$ cat config.mk
export PLATFORM = sky130hd
export DESIGN_NAME = serial_adder_ctrl
export DESIGN_NICKNAME = d
export VERILOG_FILES = /design/src/rtl/serial_adder_ctrl_pkg.sv /design/src/rtl/serial_adder_ctrl_fulladder.sv /design/src/rtl/serial_adder_ctrl.sv
export SDC_FILE = /design/constraint.sdc
export NUM_CORES = 1
export LEC_CHECK = 0
export BUFFER_PORTS_ARGS = -buffer_cell sky130_fd_sc_hd__buf_4
export CAP_MARGIN = 20
export CORE_ASPECT_RATIO = 2
export CORE_MARGIN = 1.5
export CORE_UTILIZATION = 35
export CTS_BUF_LIST = sky130_fd_sc_hd__clkbuf_8
export DETAILED_ROUTE_END_ITERATION = 8
export PLACE_DENSITY_LB_ADDON = 0.05
export SYNTH_ARGS = -nofsm -noshare
export SYNTH_HDL_FRONTEND = slang
export SYNTH_SLANG_ARGS = --single-unit
$ cat constraint.sdc
create_clock -name clk -period 2.5 [get_ports clk]
set_input_delay 0.5 -clock clk [delete_from_list [all_inputs] [get_ports clk]]
set_output_delay 0.5 -clock clk [all_outputs]
set_load 0.01 [all_outputs]
$ cat src/rtl/serial_adder_ctrl_pkg.sv
// Shared definitions for the bit-serial adder controller: FSM encoding,
// default operand width and a counter-width helper.
package serial_adder_ctrl_pkg;

  // Default operand/result width.
  localparam int DEFAULT_WIDTH = 8;

  // Controller states. The encoding is fixed so that downstream debug
  // tooling can decode the state register directly.
  typedef enum logic [1:0] {
    ST_IDLE  = 2'd0,
    ST_SHIFT = 2'd1,
    ST_DONE  = 2'd2
  } state_t;

  // Ceiling log2, for toolflows that lack $clog2 in constant contexts.
  // Never returns less than 1, so a counter declared with it is always legal.
  function automatic int cnt_width(input int w);
    int r;
    r = 1;
    while ((1 << r) < w) begin
      r = r + 1;
    end
    return r;
  endfunction

endpackage

$ cat src/rtl/serial_adder_ctrl_fulladder.sv
// One-bit full-adder cell used by the serial adder for each bit pair.
module Fulladder (
  input  logic a,
  input  logic b,
  input  logic cin,
  output logic sum,
  output logic cout
);

  logic half;

  // Propagate term shared by sum and carry.
  assign half = a ^ b;
  assign sum  = half ^ cin;
  assign cout = (a & b) | (cin & half);

endmodule

$ cat src/rtl/serial_adder_ctrl.sv
// Bit-serial adder controller. Accepts two WIDTH-bit operands plus a
// carry-in, feeds the full-adder cell one bit pair per clock (LSB first)
// with the carry held in a flip-flop, and collects the sum bits MSB-first
// into a shift register. Completion is flagged with a one-cycle done pulse.
module serial_adder_ctrl
  import serial_adder_ctrl_pkg::*;
#(
  parameter int WIDTH = DEFAULT_WIDTH
) (
  input  logic             clk,
  input  logic             rst,
  input  logic             start,
  input  logic [WIDTH-1:0] a_in,
  input  logic [WIDTH-1:0] b_in,
  input  logic             cin,
  output logic             ready,
  output logic             busy,
  output logic [WIDTH-1:0] sum_out,
  output logic             cout,
  output logic             done
);

  localparam int CNT_W = $clog2(WIDTH);
  localparam logic [CNT_W-1:0] LAST_BIT = CNT_W'(WIDTH - 1);
  localparam logic [CNT_W-1:0] CNT_ONE  = CNT_W'(1);

  state_t           state;
  state_t           state_nxt;

  logic [WIDTH-1:0] a_sh;
  logic [WIDTH-1:0] b_sh;
  logic [WIDTH-1:0] s_sh;
  logic [WIDTH-1:0] s_sh_nxt;
  logic             carry_ff;
  logic [CNT_W-1:0] bit_cnt;

  logic             cell_sum;
  logic             cell_carry;
  logic             last_bit;
  logic             accept;

  // Per-bit arithmetic is done by the existing full-adder cell.
  Fulladder u_cell (
    .a    (a_sh[0]),
    .b    (b_sh[0]),
    .cin  (carry_ff),
    .sum  (cell_sum),
    .cout (cell_carry)
  );

  // The exit test is an explicit compare so the counter never has to wrap.
  assign last_bit = (bit_cnt == LAST_BIT);
  assign accept   = (state == ST_IDLE) && start;

  // New sum bit enters at the MSB; after WIDTH shifts bit 0 sits at the LSB.
  assign s_sh_nxt = {cell_sum, s_sh[WIDTH-1:1]};

  // State register; reset discards any operation in flight.
  always_ff @(posedge clk) begin
    if (rst) begin
      state <= ST_IDLE;
    end else begin
      state <= state_nxt;
    end
  end

  // Next-state logic and status outputs decoded from the current state.
  always_comb begin
    state_nxt = state;
    ready     = 1'b0;
    busy      = 1'b0;
    done      = 1'b0;
    case (state)
      ST_IDLE: begin
        ready = 1'b1;
        if (start) begin
          state_nxt = ST_SHIFT;
        end
      end
      ST_SHIFT: begin
        busy = 1'b1;
        if (last_bit) begin
          state_nxt = ST_DONE;
        end
      end
      ST_DONE: begin
        done      = 1'b1;
        state_nxt = ST_IDLE;
      end
      default: begin
        state_nxt = ST_IDLE;
      end
    endcase
  end

  // Operand shift registers, carry flip-flop and bit counter.
  always_ff @(posedge clk) begin
    if (rst) begin
      a_sh     <= '0;
      b_sh     <= '0;
      s_sh     <= '0;
      carry_ff <= 1'b0;
      bit_cnt  <= '0;
    end else if (accept) begin
      a_sh     <= a_in;
      b_sh     <= b_in;
      s_sh     <= '0;
      carry_ff <= cin;
      bit_cnt  <= '0;
    end else if (state == ST_SHIFT) begin
      a_sh     <= a_sh >> 1;
      b_sh     <= b_sh >> 1;
      s_sh     <= s_sh_nxt;
      carry_ff <= cell_carry;
      if (!last_bit) begin
        bit_cnt <= bit_cnt + CNT_ONE;
      end
    end
  end

  // Result registers load only on the final bit, so they hold between ops.
  always_ff @(posedge clk) begin
    if (rst) begin
      sum_out <= '0;
      cout    <= 1'b0;
    end else if ((state == ST_SHIFT) && last_bit) begin
      sum_out <= s_sh_nxt;
      cout    <= cell_carry;
    end
  end

endmodule

==> impl_metrics.ini <==
[critical_path]
worstPathArrival_ps = 1530
reg2reg_slack_ps = 680
cp_slowest_cell = dfxtp_1
slowest_delay_ps = 590
critPathCaptureType = primary output
critPathRequiredTime_ps = 2000
worstSetupPathType = register to primary output
critPathLaunchType = register
crit_chain = nand2b_1 > clkinv_4 > buf_4
crit_fanout = 28

[cells_and_area]
fin_area_um2 = 1950
drive_above_1_share = 0.220
utilization = 0.424
fillCellCount = 482
syn2layout_area_growth_pct = 17.7
diodes = 0
nets = 240

[synth]
ys_warn_count = 0
syn-instance-count = 193
yosysSeqAreaShare = 0.459
synth.most_common_cell = nand2_1
synth.area.top_cells = dfxtp_1, a21oi_1, nand2_1, buf_6, nor2_1
syn_nets = 216
yosys-top-cells-count = nand2_1, dfxtp_1, a21oi_1
avgSynthCellArea_um2 = 8.58
synth_edf_count = 0
synth_area_leader_cell = dfxtp_1
synth_seq_cells = 38
async_flop_share = 0
netlist_area_um2 = 1660
synth_cell_type_count = 25
ys.flop_type = dfxtp_1
yosysTopAreaCellShare = 0.459

[detailed_routing]
avgRoutedWirePerCell_um = 13.2
drc_errors = 0
finalWirelength_um = 3600
drtIter0Drc = 12
vias_per_cell = 5.04
drtPass1Iterations = 4
ant_nets = 0
vias = 1377

[place]
preCtsSetupSlack_ps = 650
portBuffers = 31
gp_congestion = 0.667
place_area_um2 = 1840
dp_hpwl_um = 2470

[global_routing]
grt_max_degree = 30
grt_usage = 0.157
grt_antenna_before_repair = 0
overflow = 0
grt_pass1_wl_um = 6060
grt_pass1_vias = 1349

[floorplan]
rows = 35
core_um2 = 4600
dieHeight_um = 100
dieArea_um2 = 5180
die_x_um = 51.6
io_pins = 32
initial_core_util = 0.360

[run]
maxCapViolations = 0

[timing]
clock-skew-final_ps = 4.61
final_max_slew_viol_count = 0
tns_ps = 0
worst_pin_slew_ps = 606
period_share = 0.813
setup_viol = 0
rsz0062_at_grt = no
fin_ws_ps = 468
hold_viol = 0
maxSlewHeadroom = 0.596
min_period_ps = 2030
fmax_ghz = 0.492

[clock_network]
cts_num_sinks = 38
cts_setup_buffers = 0
holdBufCountCts = 0
cts-resized-gates = 0
cts_buffers = 5
h-tree-depth = 2
cts_tree = done
cts_root_buf = clkbuf_8
clock_latency_ps = 290
clkTransAtPathRegs_ps = 70
cts_max_path_buffers = 2

[hold_path]
worstHoldPathType = register to register

[pwr]
powerDensity_nw_per_um2 = 672
p_leak_nw = 0.750
peakVddDrop_uv = 481

[status]
run_status = finished, final reports clean
==> power by group <==
part / switching [mW] / total [mW] / internal (mW) / leakage, nW
sequential: 0.0210 / 0.655 / 0.634 / 0.310
combinational: 0.0821 / 0.148 / 0.0662 / 0.381
clock: 0.215 / 0.509 / 0.294 / 0.0579
==> sequential cells by signal, indices dropped and copies added (netlist names) <==
signal and count:
sum_out 8, bit_cnt 3, s_sh 7, cout 1, carry_ff 1, a_sh 8
state 2, b_sh 8
==> cell type report <==
type,count,area [um^2],area share
clock buffers,5,68.8,0.0353
clock inverters,3,40.0,0.0205
inverters,1,8.76,0.00449
multi-input cells,139,763,0.391
flip-flops and latches,38,761,0.390
well taps,55,68.8,0.0353
repair buffers,32,240,0.123
==> cells by family after synthesis <==
logic type,share of synthesized area
multiplexers,0.00604
adder cells (fa/ha/maj),0.0272
flip-flops,0.459
buffers and inverters,0.0801
AND/OR/NAND/NOR,0.248
AO/OA/AOI/OAI,0.174
XOR/XNOR,0.00529
==> per-stage QoR <==
step / cells / power (mW) / hold WS (ps)
floorplan: 193 / 0.784 / 436
global placement: 265 / 0.815 / 444
detailed placement: 265 / 0.819 / 448
CTS: 273 / 1.34 / 449
global route: 273 / 1.38 / 456
finish: 273 / 1.31 / 454
==> path summary, 6_finish.rpt <==
kind	from	endpoint	cells past startpoint
min	sum_out[7]	sum_out[7]	2
max	state[1]	busy	3
min reg2reg	sum_out[7]	sum_out[7]	2
max reg2reg	state[0]	bit_cnt[1]	3
==> per-layer routing <==
layer,GRT usage,up-vias,routed length (um),part of all wire
met5,0,-,0,0
met3,0.0372,5,123,0.034
met2,0.274,28,1920,0.53
li1,-,699,-,-
met4,0.0668,0,65,0.018
met1,0.175,645,1500,0.42
==> layout by cell type, fill, tap and decap left out, drive strengths merged <==
master	n
nand2b	5
nor3	3
ha	2
nor3b	2
a211oi	11
dfxtp	38
bufinv	1
nand3b	1
clkinv	3
nand3	10
buf	32
clkbuf	5
fa	1
nor2b	1
o21ba	1
xnor2	1
a311oi	1
o21ai	2
or3b	4
a21oi	33
nor2	21
mux2i	1
nand2	39
==> worst max-delay path: cells and delay by family (launching register included) <==
kind / cells / cell delay [ps]
and+or+nand+nor: 1 / 240
DFF: 1 / 590
buffers and inverters: 2 / 410
Note: power is estimated with default switching activity, not from simulation.
